`src/rtl/pwr_pkg.sv`:
```
// Shared definitions for the power-path supervisor: state encoding,
// default parameter values and counter width helpers.
package pwr_pkg;

  typedef enum logic [2:0] {
    ST_OFF       = 3'd0,
    ST_SOFTSTART = 3'd1,
    ST_RUN       = 3'd2,
    ST_DERATE    = 3'd3,
    ST_TRIP      = 3'd4,
    ST_COOLDOWN  = 3'd5,
    ST_LOCKOUT   = 3'd6
  } state_t;

  localparam int SOFTSTART_CYC_DEF = 16;
  localparam int COOLDOWN_CYC_DEF  = 64;
  localparam int WARN_LIMIT_DEF    = 8;
  localparam int MAX_RETRY_DEF     = 3;
  localparam int RUN_CLEAR_CYC_DEF = 256;

  // Bits needed to hold values 0..maxval (never less than 1).
  function automatic int cnt_width(input int maxval);
    return (maxval < 1) ? 1 : $clog2(maxval + 1);
  endfunction

  function automatic int max2(input int a, input int b);
    return (a > b) ? a : b;
  endfunction

  localparam int TMR_W_DEF = cnt_width(max2(SOFTSTART_CYC_DEF, COOLDOWN_CYC_DEF));

endpackage

```
`src/rtl/pwr_supervisor_timer.sv`:
```
// Loadable down-counter shared by the SOFTSTART and COOLDOWN windows.
// expired flags the final cycle of a window (count == 1).
module sup_timer #(
  parameter int W = 8
) (
  input  logic         clk,
  input  logic         rst,
  input  logic         load,
  input  logic [W-1:0] value,
  output logic         expired
);

  logic [W-1:0] cnt;

  // Load on window entry, otherwise count down and park at zero.
  always_ff @(posedge clk or posedge rst) begin
    if (rst)               cnt <= '0;
    else if (load)         cnt <= value;
    else if (cnt != '0)    cnt <= cnt - W'(1);
  end

  assign expired = (cnt == W'(1));

endmodule

```
`src/rtl/pwr_supervisor.sv`:
```
// Power-path supervisor: soft-start sequencing, warning derate, fault trip
// with cooldown/retry, and latched lockout after repeated trips.
module pwr_supervisor
  import pwr_pkg::*;
#(
  parameter int SOFTSTART_CYC = SOFTSTART_CYC_DEF,
  parameter int COOLDOWN_CYC  = COOLDOWN_CYC_DEF,
  parameter int WARN_LIMIT    = WARN_LIMIT_DEF,
  parameter int MAX_RETRY     = MAX_RETRY_DEF,
  parameter int RUN_CLEAR_CYC = RUN_CLEAR_CYC_DEF
) (
  input  logic       clk,
  input  logic       rst,
  input  logic       en_req,
  input  logic       clr_lockout,
  input  logic       det_warning,
  input  logic       det_fault,
  input  logic       det_shutdown,
  output logic       pwr_en,
  output logic       derate,
  output logic       det_rstn,
  output logic       lockout,
  output logic       trip_evt,
  output logic [2:0] retry_cnt,
  output logic [2:0] state
);

  localparam int TW = cnt_width(max2(SOFTSTART_CYC, COOLDOWN_CYC));
  localparam int WW = cnt_width(WARN_LIMIT);
  localparam int CW = cnt_width(RUN_CLEAR_CYC);

  localparam logic [TW-1:0] SS_LOAD    = TW'(SOFTSTART_CYC);
  localparam logic [TW-1:0] CD_LOAD    = TW'(COOLDOWN_CYC);
  localparam logic [WW-1:0] WARN_LAST  = WW'(WARN_LIMIT - 1);
  localparam logic [CW-1:0] CLR_TOP    = CW'(RUN_CLEAR_CYC);
  localparam logic [CW-1:0] CLR_LAST   = CW'(RUN_CLEAR_CYC - 1);
  localparam logic [2:0]    RETRY_MAX  = 3'(MAX_RETRY);

  state_t          state_q, state_d;
  logic            tmr_load, tmr_expired;
  logic [TW-1:0]   tmr_value;
  logic [WW-1:0]   warn_cnt;
  logic [CW-1:0]   clr_cnt;
  logic [2:0]      retry_q;
  logic            fault, run_stay;

  assign fault    = det_fault | det_shutdown;
  assign run_stay = (state_q inside {ST_RUN, ST_DERATE}) &&
                    (state_d inside {ST_RUN, ST_DERATE});

  sup_timer #(.W(TW)) u_timer (
    .clk     (clk),
    .rst     (rst),
    .load    (tmr_load),
    .value   (tmr_value),
    .expired (tmr_expired)
  );

  // Next-state selection with fault > en_req drop > clr_lockout > timer > warning priority.
  always_comb begin
    state_d = state_q;
    case (state_q)
      ST_OFF:       if (en_req) state_d = ST_SOFTSTART;
      ST_SOFTSTART: begin
        if (fault)            state_d = ST_TRIP;
        else if (!en_req)     state_d = ST_OFF;
        else if (tmr_expired) state_d = ST_RUN;
      end
      ST_RUN: begin
        if (fault)                                   state_d = ST_TRIP;
        else if (!en_req)                            state_d = ST_OFF;
        else if (det_warning && warn_cnt == WARN_LAST) state_d = ST_DERATE;
      end
      ST_DERATE: begin
        if (fault)                                    state_d = ST_TRIP;
        else if (!en_req)                             state_d = ST_OFF;
        else if (!det_warning && warn_cnt == WARN_LAST) state_d = ST_RUN;
      end
      ST_TRIP:      state_d = (retry_q >= RETRY_MAX) ? ST_LOCKOUT : ST_COOLDOWN;
      ST_COOLDOWN:  if (tmr_expired) state_d = en_req ? ST_SOFTSTART : ST_OFF;
      ST_LOCKOUT:   if (clr_lockout) state_d = ST_OFF;
      default:      state_d = ST_TRIP;
    endcase
  end

  // Timer loads on the edge entering either timed window.
  always_comb begin
    tmr_load  = (state_d != state_q) &&
                (state_d == ST_SOFTSTART || state_d == ST_COOLDOWN);
    tmr_value = (state_d == ST_SOFTSTART) ? SS_LOAD : CD_LOAD;
  end

  // State register.
  always_ff @(posedge clk or posedge rst) begin
    if (rst) state_q <= ST_OFF;
    else     state_q <= state_d;
  end

  // Consecutive warning (RUN) / clear (DERATE) streak; restarts on any state change.
  always_ff @(posedge clk or posedge rst) begin
    if (rst)                                   warn_cnt <= '0;
    else if (state_d != state_q)               warn_cnt <= '0;
    else if ((state_q == ST_RUN && det_warning) ||
             (state_q == ST_DERATE && !det_warning))
                                               warn_cnt <= warn_cnt + WW'(1);
    else                                       warn_cnt <= '0;
  end

  // Trip-free residency in RUN/DERATE; saturates once the retry clear has fired.
  always_ff @(posedge clk or posedge rst) begin
    if (rst)                    clr_cnt <= '0;
    else if (!run_stay)         clr_cnt <= '0;
    else if (clr_cnt != CLR_TOP) clr_cnt <= clr_cnt + CW'(1);
  end

  // Retry count: bump on trip, clear on lockout release or sustained clean run.
  always_ff @(posedge clk or posedge rst) begin
    if (rst)                                         retry_q <= '0;
    else if (state_d == ST_TRIP) begin
      if (retry_q < RETRY_MAX)                       retry_q <= retry_q + 3'd1;
    end
    else if (state_q == ST_LOCKOUT && state_d == ST_OFF) retry_q <= '0;
    else if (run_stay && clr_cnt == CLR_LAST)        retry_q <= '0;
  end

  // Registered output decode of the incoming state.
  always_ff @(posedge clk or posedge rst) begin
    if (rst) begin
      pwr_en   <= 1'b0;
      det_rstn <= 1'b0;
      derate   <= 1'b0;
      lockout  <= 1'b0;
      trip_evt <= 1'b0;
    end else begin
      pwr_en   <= state_d inside {ST_SOFTSTART, ST_RUN, ST_DERATE};
      det_rstn <= state_d inside {ST_SOFTSTART, ST_RUN, ST_DERATE};
      derate   <= (state_d == ST_DERATE);
      lockout  <= (state_d == ST_LOCKOUT);
      trip_evt <= (state_d == ST_TRIP);
    end
  end

  assign retry_cnt = retry_q;
  assign state     = state_q;

endmodule

```
`config.mk`:
```
export PLATFORM = sky130hd
export DESIGN_NAME = pwr_supervisor
export DESIGN_NICKNAME = d
export VERILOG_FILES = /design/src/rtl/pwr_pkg.sv /design/src/rtl/pwr_supervisor_timer.sv /design/src/rtl/pwr_supervisor.sv
export SDC_FILE = /design/constraint.sdc
export NUM_CORES = 1
export LEC_CHECK = 0
export CORE_MARGIN = 5
export CORE_UTILIZATION = 50
export CTS_CLUSTER_DIAMETER = 200
export CTS_CLUSTER_SIZE = 8
export DETAILED_ROUTE_END_ITERATION = 8
export HOLD_SLACK_MARGIN = 0.08
export PLACE_DENSITY = 0.82
export SKIP_CTS_REPAIR_TIMING = 1
export SLEW_MARGIN = 20
export SYNTH_ARGS = -nofsm -noshare
export SYNTH_HDL_FRONTEND = slang
export SYNTH_SLANG_ARGS = --single-unit
```
`constraint.sdc`:
```
create_clock -name clk -period 2.2 [get_ports clk]
set_input_delay 0.44 -clock clk [delete_from_list [all_inputs] [get_ports clk]]
set_output_delay 0.44 -clock clk [all_outputs]
set_load 0.03 [all_outputs]
```
==> parameters.txt, run 1 <==
Parameter                              Value

Routing
  First-iteration detailed-routing DRC count    ~190
  Met3 WL    roughly 300 um
  Routed via count    1554
  Routed length on met1    roughly 1800 um
  Met2 WL post-DR    about 2000 um
  Antenna viol nets, final    0
  WL/cell    approximately 16 um
  Top sig layer    met4
  Residual DRC    0
  Final Routed Wirelength    between 4000 and 5000 um
  Number of search-and-repair iterations in the first detailed-routing pass    4
  Via density per instance    5.80

CTS
  Clock tree buffer depth    2
  Clock tree sinks    30
  Clock tree from TritonCTS    done
  Clock Tree Root    clkbuf_4
  H-tree levels    2
  Clock latency on the worst-skew pair    between 0.3 and 0.4 ns
  Clock buffer count from CTS    5
  Reg clk slew, reported paths    0.11 ns

Global route
  Antenna violations before repair    0
  Wire length of the first global-routing pass    around 6300 um
  Via count of the first global-routing pass    about 1400
  Largest net degree at the start of global routing    31
  Total track usage    0.181
  Total gr overflow    0

Outcome
  Outcome    finished, violations left
  Violations in the final reports    setup timing

Final layout
  Multi-input combinational cell area    981 um2
  Leading cell type in the layout, fill and taps excluded    dfrtp_1
  Seq. cell area    754 um2
  Layout cell share with drive strength beyond 1    0.203
  Number of nets in the layout    roughly 240
  Leading cell types in the layout, fill and taps excluded    27 x dfrtp_1, 21 x nor2_1, 19 x buf_4
  N_diodes    0
  Post-route standard cell area excluding fillers    between 0.002 and 0.0025 mm2
  Number of filler instances in the final layout    ~250
  Layout Area Growth over Synthesis    30.0%
  Non-filler cells, final    268

Logic synthesis
  Avg Cell Area, Syn    around 9.5 um2
  Count of flip-flops with a built-in enable after synthesis    0
  Number of warnings issued by yosys    0
  Share of synthesized cell area in and, or, nand and nor gates    0.243
  XOR/XNOR share of the synthesized area    0.0559
  Proportion of synthesized area in mux cells    0.0123
  Post-synthesis net count    about 200
  Yosys top cell by area    dfrtp_1
  Sequential cell area fraction in the yosys report    0.436
  Cell area after synthesis    between 0.0015 and 0.002 mm2
  Seq cells post-synth    30
  Post-synthesis compound-gate area fraction    0.147
  Library cells used by synthesis    48
  Adder and majority gate portion of the synthesized area    0.0654
  Commonest register cell after synthesis    dfrtp_1
  Synth area leaders    dfrtp_1 44%, ha_1 6.5%, nor2_1 4.6%, a21oi_1 4.1%, nand2_1 3.3%
  FFs w/ async S/R, synth    1.00
  Area share of the leading cell type in the synthesized netlist    0.436
  Main combinational cell family by area after synthesis    simple AND/OR/NAND/NOR gates
  Synthesized instance count    about 180

Timing
  Final setup violating endpoints    12
  Final count of pins violating max slew    0
  Highest clock rate    approximately 440 MHz
  Minimum setup slack in the final design    -0.0910 ns
  RSZ-0062 raised after global routing    yes
  Normalized max-slew margin    0.607
  Final hold violation count    0
  Hold slack final    ~0.46 ns
  Transition at the pin with the smallest max-transition slack    0.583 ns
  Worst Clk Skew    approximately 0.020 ns
  Final Critical Period    roughly 2.3 ns
  Final Cycle Share    1.04

Critical path
  Reg-to-Reg Start    retry_cnt[0]
  Required time of the critical path    about 2.4 ns
  R2r worst-path depth    8
  Critical Path Source Type    flip-flop
  Arrival time reported for the critical path endpoint    2.53 ns
  CP max FO    5
  Worst reg2reg path endpoint    retry_cnt[0]
  CP Class    flip-flop to flip-flop
  Type of destination of the critical path    flip-flop
  Worst reg-to-reg setup slack    -0.09 ns

Place
  Cell total after placement    roughly 260
  Gpl congestion    0.915
  Placement-stage cell area    approximately 0.0021 mm2
  Port buffer count    17
  Half-perimeter wire length after detailed placement    roughly 2800 um

Floorplan
  Placeable core area    around 0.0033 mm2
  Full die area    around 0.0047 mm2
  Y dimension of the die    68.7 um
  Initial standard-cell utilization of the core    0.516
  Cell Rows    21
  Die width    just under 70 um
  Top-level I/O count    18

Power and ir drop
  Logic pwr share    0.602
  Psw    ~1.4 mW
  Cell area power density    1460 mW/mm2
  Part of the power in the clock network    0.146
  Cell leakage power    ~0.94 nW
  Switching share of power    0.417
  Cell Int Power    1.90 mW
  Maximum vdd ir drop    about 0.58 mV
  Share of power burned in registers    0.253

Worst hold path
  Worst hold path class    input port to async pin

Run
  Maximum Capacitance Violations    0
how the worst max path moves through the flow:
stage	start	endpoint	slack, ns	cells after the start
4_1_cts	u_timer.cnt[2]	warn_cnt[1]	-0.09	6
3_5_place_dp	det_shutdown	u_timer.cnt[2]	-0.11	7
5_1_grt	retry_cnt[0]	u_timer.cnt[2]	-0.16	9
6_report	retry_cnt[0]	retry_cnt[0]	-0.09	8
3_3_place_gp	det_shutdown	u_timer.cnt[2]	-0.07	7
2_1_floorplan	retry_cnt[0]	warn_cnt[0]	-0.14	8
sequential cells by signal, summed over array words and instances (netlist names):
register and cells:
clr_cnt 9, u_timer.cnt 7, warn_cnt 4, retry_cnt 3
state 3, derate 1, det_rstn 1, lockout 1
trip_evt 1
stage by stage:
stage	TNS [ns]	utilization	setup WS [ns]	power [mW]
2_1_floorplan	-1.05	-	-0.139	1.98
3_3_place_gp	-0.357	0.628	-0.0660	2.54
3_5_place_dp	-0.892	0.628	-0.113	2.59
4_1_cts	-0.687	0.654	-0.0932	3.06
5_1_grt	-1.57	0.671	-0.155	3.46
6_report	-0.668	0.671	-0.0910	3.26
critical path: stages (launching register included):
cell	delay (ns)
dfrtp_2	0.44
ha_4	0.17
ha_4	0.14
a211o_1	0.25
or4b_4	0.50
and4_4	0.20
buf_4	0.14
a221oi_1	0.27
a211oi_1	0.07
power groups by stage:
stage | clock (mW) | sequential, mW | combinational [mW]
2_1_floorplan | 0 | 0.975 | 1.01
3_3_place_gp | 0 | 0.830 | 1.71
3_5_place_dp | 0 | 0.833 | 1.75
4_1_cts | 0.480 | 0.822 | 1.76
5_1_grt | 0.505 | 0.843 | 2.11
6_report | 0.476 | 0.825 | 1.96
cells in the mapped netlist (2+ instances only):
master,instances
and3_1,3
a21oi_1,14
clkbuf_1,4
dfrtp_1,30
inv_1,10
o21ai_0,4
xnor2_1,6
ha_1,9
a221oi_1,2
nand3_1,11
nor3_1,3
o211a_1,2
nor2_1,21
a211oi_1,2
or3_1,2
o21a_1,2
nand4_1,2
xor2_1,5
nor4b_1,3
nand2_1,15
nor2b_1,4
a211o_1,2
cell families after synthesis:
logic type | count (synthesis)
AOI/OAI and AO/OA | 37
xor gates and xnor gates | 11
adders and majority gates | 9
buffers and inverters | 16
DFF | 30
muxes | 2
and+or+nand+nor | 77
cell type report:
cell class,instances,area share
flip-flops and latches,30,0.337
inverters,10,0.0168
clock buffers,7,0.0246
multi-input cells,137,0.438
clock inverters,1,0.0134
repair buffers,37,0.145
well taps,46,0.0257
routing by layer:
| metal | up-vias | GRT usage |
|---|---|---|
| met4 | 0 | 0.0779 |
| met3 | 16 | 0.0486 |
| met1 | 746 | 0.228 |
| met2 | 63 | 0.291 |
| met5 | - | 0 |
| li1 | 729 | - |
No activity file was read; power rests on OpenSTA's default activity.
==> run 2, diff against run 1 <==
--- a/config.mk
+++ b/config.mk
@@ -6,12 +6,13 @@
 export NUM_CORES = 1
 export LEC_CHECK = 0
 export CORE_MARGIN = 5
-export CORE_UTILIZATION = 50
+export CORE_UTILIZATION = 53
+export CTS_BUF_LIST = sky130_fd_sc_hd__clkbuf_4
 export CTS_CLUSTER_DIAMETER = 200
 export CTS_CLUSTER_SIZE = 8
 export DETAILED_ROUTE_END_ITERATION = 8
 export HOLD_SLACK_MARGIN = 0.08
-export PLACE_DENSITY = 0.82
+export PLACE_DENSITY = 0.85
 export SKIP_CTS_REPAIR_TIMING = 1
 export SLEW_MARGIN = 20
 export SYNTH_ARGS = -nofsm -noshare
==> run 2 against run 1 <==
The run still ends with setup timing left. Power decreased by 6.5%. Combinational power fell by 3%. Register-to-register slack about the same. Design area decreased by 1.8%.
==> parameters.txt, run 2 (same netlist as run 1, synthesis figures left out) <==
Parameter                              Value

Routing
  Residual DRC    0
  Via density per instance    5.89
  Antenna viol nets, final    0
  Number of search-and-repair iterations in the first detailed-routing pass    4
  First-iteration detailed-routing DRC count    roughly 110
  WL/cell    15.4 um
  Routed via count    around 1600
  Final Routed Wirelength    ~4000 um

CTS
  Reg clk slew, reported paths    0.10 ns
  Clock tree sinks    30
  Clock latency on the worst-skew pair    roughly 0.34 ns
  Clock tree from TritonCTS    done
  Clock Tree Root    clkbuf_4
  Clock buffer count from CTS    5
  Clock tree buffer depth    2
  H-tree levels    2

Critical path
  CP max-delay cell    or4b_4
  Required time of the critical path    2.48 ns
  Worst reg-to-reg setup slack    -0.10 ns
  Slowest cell delay on critical path    0.50 ns
  Critical Path Source Type    flip-flop
  CP Class    flip-flop to flip-flop
  R2r worst-path depth    8
  CP max FO    6
  Cells along the critical path    ha_4 > ha_4 > a211o_1 > or4b_4 > and4_4 > a211oi_4 > buf_6 > o21a_1
  Reg-to-Reg Start    retry_cnt[1]
  Type of destination of the critical path    flip-flop
  Arrival time reported for the critical path endpoint    2.58 ns
  Dominant cell type by count on the critical path    ha_4
  Worst reg2reg path endpoint    u_timer.cnt[4]

Final layout
  Largest register FFs    9
  Non-filler cells, final    approximately 270
  Number of nets in the layout    237
  Leading cell type in the layout, fill and taps excluded    dfrtp_1
  N_diodes    0
  Layout Area Growth over Synthesis    27.7%
  Register containing the most flip-flops in the final layout    clr_cnt
  Leading cell types in the layout, fill and taps excluded    26 x dfrtp_1, 21 x nor2_1, 20 x buf_4
  Layout cell share with drive strength beyond 1    0.208
  Biggest registers after layout    clr_cnt x9, u_timer.cnt x7, warn_cnt x4

Global route
  Antenna violations before repair    0
  Wire length of the first global-routing pass    6890 um
  Via count of the first global-routing pass    1584
  Largest net degree at the start of global routing    31
  Total gr overflow    0
  Total track usage    0.204

Timing
  Final count of pins violating max slew    0
  Highest clock rate    434 MHz
  Final Critical Period    2.30 ns
  Final Cycle Share    1.05
  Worst Clk Skew    0.0146 ns
  Normalized max-slew margin    0.637
  RSZ-0062 raised after global routing    yes
  Final setup violating endpoints    13
  Transition at the pin with the smallest max-transition slack    0.542 ns
  Final hold violation count    0
  Minimum setup slack in the final design    -0.104 ns

Power and ir drop
  Psw    roughly 1.3 mW
  Cell area power density    approximately 1400 mW/mm2
  Part of the power in the clock network    0.108
  Share of power burned in registers    0.270
  Switching share of power    0.427
  Cell Int Power    between 1.5 and 2 mW
  Maximum vdd ir drop    around 0.52 mV
  Cell leakage power    0.924 nW
  Logic pwr share    0.622

Floorplan
  Die width    67.0 um
  Top-level I/O count    18
  Cell Rows    20
  Placeable core area    about 0.0031 mm2
  Full die area    around 0.0045 mm2
  Initial standard-cell utilization of the core    0.560
  Y dimension of the die    roughly 67 um

Run
  Maximum Capacitance Violations    0

Outcome
  Violations in the final reports    setup timing
  Outcome    finished, violations left

Place
  Cell total after placement    ~260
  Gpl congestion    0.891
  Half-perimeter wire length after detailed placement    3040 um
  Port buffer count    17
  Worst slack at placement    -0.290 ns

Worst hold path
  Worst hold path class    input port to async pin
-- run 2: cell count changes in the layout (fill, tap and decap cells not counted), sizes merged --
| cell | before | now |
|---|---|---|
| bufinv | 1 | 0 |
| buf | 20 | 21 |
| and4 | 3 | 2 |
-- run 2: final cells by class --
cell class	instances	area, um2
Tap cell	44	55.1
Sequential cell	30	756
Multi-Input combinational cell	136	967
Inverter	10	37.5
Timing Repair Buffer	38	332
Fill cell	227	878
Clock buffer	7	52.6
-- run 2: how the worst max path moves through the flow --
| stage | start | to | slack, ns | cells past startpoint |
|---|---|---|---|---|
| 3_3_place_gp | en_req | retry_cnt[0] | -0.10 | 7 |
| 3_5_place_dp | en_req | warn_cnt[3] | -0.29 | 6 |
| 4_1_cts | retry_cnt[1] | u_timer.cnt[6] | -0.13 | 7 |
| 6_report | retry_cnt[1] | u_timer.cnt[4] | -0.10 | 8 |
| 2_1_floorplan | retry_cnt[0] | warn_cnt[0] | -0.14 | 8 |
| 5_1_grt | retry_cnt[1] | u_timer.cnt[4] | -0.18 | 8 |
-- run 2: worst max-delay path, delay by kind of cell, from the launching register on --
family / cells / cell delay [ns]
buffers and inverters: 1 / 0.16
adders and majority gates: 2 / 0.31
and+or+nand+nor: 2 / 0.69
AOI/OAI and AO/OA: 3 / 0.63
DFF: 1 / 0.44
-- run 2: power groups by stage --
stage | sequential [mW] | clock, mW | combinational (mW)
global placement | 0.820 | 0 | 1.68
detailed placement | 0.833 | 0 | 1.76
global route | 0.841 | 0.369 | 2.07
floorplan | 0.975 | 0 | 1.01
CTS | 0.819 | 0.340 | 1.77
finish | 0.823 | 0.331 | 1.90
-- run 2: stage by stage --
| stage | hold WS (ns) | setup TNS (ns) | util | area [um2] | total power, mW |
|---|---|---|---|---|---|
| finish | 0.459 | -0.733 | 0.715 | 2200 | 3.05 |
| global route | 0.489 | -1.83 | 0.715 | 2200 | 3.28 |
| CTS | 0.465 | -0.650 | 0.700 | 2150 | 2.93 |
| detailed placement | 0.461 | -3.27 | 0.683 | 2100 | 2.60 |
| global placement | 0.442 | -0.546 | 0.683 | 2100 | 2.50 |
| floorplan | 0.428 | -1.05 | - | 1760 | 1.98 |
-- run 2: per-layer routing --
layer / vias up / global-route usage / share of wire
met1: 763 / 0.212 / 0.39
met4: 0 / 0.122 / 0.020
met3: 9 / 0.0472 / 0.055
met2: 62 / 0.368 / 0.54
li1: 726 / - / -
met5: - / 0 / 0
==> run 3, diff against run 2 <==
--- a/config.mk
+++ b/config.mk
@@ -5,7 +5,6 @@
 export SDC_FILE = /design/constraint.sdc
 export NUM_CORES = 1
 export LEC_CHECK = 0
-export CORE_MARGIN = 5
 export CORE_UTILIZATION = 53
 export CTS_BUF_LIST = sky130_fd_sc_hd__clkbuf_4
 export CTS_CLUSTER_DIAMETER = 200
==> run 3 against run 2 <==
The run still ends with setup timing left. Global-route usage rose by 4.7 points. Design area rose by 1.1%. Via count rose by 0.13%. Clock-buffer cell count fell by 2. Non-clock buffer count fell by 1. First-iteration DRC count rose by 0.95%. Critical path depth fell by 1. Highest routed layer unchanged. Maximum frequency fell by 0.59%. Combinational power barely moved.
==> parameters.txt, run 3 (same netlist as run 1, synthesis figures left out) <==
Parameter                              Value

Final layout
  Largest register FFs    9
  Non-filler cells, final    about 270
  Final core occ    0.723
  Number of filler instances in the final layout    roughly 230
  Layout Area Growth over Synthesis    29.1%
  Biggest registers after layout    clr_cnt x9, u_timer.cnt x7, warn_cnt x4
  N_diodes    0
  Number of nets in the layout    approximately 240
  Register containing the most flip-flops in the final layout    clr_cnt
  Leading cell types in the layout, fill and taps excluded    26 x dfrtp_1, 21 x nor2_1, 20 x buf_4
  Post-route standard cell area excluding fillers    about 0.0022 mm2
  Layout cell share with drive strength beyond 1    0.207
  Leading cell type in the layout, fill and taps excluded    dfrtp_1

CTS
  Reg clk slew, reported paths    ~0.1 ns
  Clock tree buffer depth    2
  Clock Tree Root    clkbuf_4
  Clock tree sinks    30
  H-tree levels    2
  Clock tree from TritonCTS    done
  Clock buffer count from CTS    5
  Clock latency on the worst-skew pair    approximately 0.35 ns

Global route
  Antenna violations before repair    0
  Wire length of the first global-routing pass    around 6400 um
  Total track usage    0.251
  Via count of the first global-routing pass    between 1000 and 1500
  Largest net degree at the start of global routing    31
  Total gr overflow    0

Critical path
  CP Class    flip-flop to flip-flop
  Worst reg-to-reg setup slack    -0.12 ns
  Critical Path Source Type    flip-flop
  Required time of the critical path    approximately 2.5 ns
  R2r worst-path depth    7
  Type of destination of the critical path    flip-flop
  Arrival time reported for the critical path endpoint    2.60 ns
  CP max FO    7

Power and ir drop
  Cell leakage power    0.933 nW
  Cell area power density    1430 mW/mm2
  Maximum vdd ir drop    0.598 mV

Timing
  Final Critical Period    around 2.3 ns
  Final count of pins violating max slew    0
  Final Cycle Share    1.05
  Final setup violating endpoints    14
  Final hold violation count    0
  Worst Clk Skew    about 0.012 ns
  Highest clock rate    431 MHz
  Normalized max-slew margin    0.622
  Hold slack final    0.456 ns
  Transition at the pin with the smallest max-transition slack    approximately 0.56 ns
  Minimum setup slack in the final design    -0.118 ns
  RSZ-0062 raised after global routing    yes

Routing
  Antenna viol nets, final    0
  Number of search-and-repair iterations in the first detailed-routing pass    4
  First-iteration detailed-routing DRC count    around 110
  Via density per instance    about 5.9
  Final Routed Wirelength    just over 4000 um
  Residual DRC    0
  WL/cell    15.4 um
  Routed via count    between 1500 and 2000

Floorplan
  Cell Rows    20
  Die width    slightly below 60 um
  Initial standard-cell utilization of the core    0.560
  Placeable core area    approximately 0.0031 mm2
  Top-level I/O count    18
  Full die area    roughly 0.0035 mm2
  Y dimension of the die    about 60 um

Place
  Gpl congestion    slightly above 0.9
  Cell total after placement    roughly 260
  Half-perimeter wire length after detailed placement    approximately 2900 um
  Worst slack at placement    -0.169 ns
  Port buffer count    17
  Placement-stage cell area    approximately 0.0021 mm2

Outcome
  Violations in the final reports    setup timing
  Outcome    finished, violations left

Run
  Maximum Capacitance Violations    0

Worst hold path
  Worst hold path class    input port to async pin
==> run 3: power breakdown <==
part           total (mW)  internal [mW]  switching [mW]
logic                1.90          0.888            1.01
registers           0.850          0.703           0.147
clock network       0.436          0.235           0.201
==> run 3: layout make-up <==
class                           count  area (um2)  share of cell area
Sequential cell                    30         756               0.340
Multi-Input combinational cell    137         978               0.440
Clock buffer                        5        37.5              0.0169
Clock inverter                      3        40.0              0.0180
Inverter                           10        37.5              0.0169
Timing Repair Buffer               37         320               0.144
Tap cell                           44        55.1              0.0247
==> run 3: per-stage QoR <==
stage	setup TNS [ns]	total power, mW
global route	-2.26	3.38
CTS	-0.831	3.01
floorplan	-1.05	1.98
finish	-1.17	3.19
detailed placement	-1.10	2.56
global placement	-0.272	2.48
==> run 3: path summary, 6_finish.rpt <==
check / startpoint / to
max: retry_cnt[1] / u_timer.cnt[4]
min: rst / trip_evt
max reg2reg: retry_cnt[1] / u_timer.cnt[4]
min reg2reg: warn_cnt[0] / warn_cnt[0]
max in group asynchronous: rst / state[1]
min in group clk: warn_cnt[0] / warn_cnt[0]
==> run 3: critical path, cell delays in order, from the launching register on <==
cell and delay, ns:
dfrtp_2 0.44, ha_4 0.17, ha_4 0.14, a211o_1 0.25, or4b_4 0.51, and4_4 0.20
a211oi_4 0.37, o21a_1 0.17
==> run 3: per-layer routing <==
layer	wire [um]	track usage	share of wire
met4	87	0.136	0.021
met2	2070	0.440	0.51
met3	242	0.0480	0.059
met5	0	0	0
met1	1690	0.288	0.41
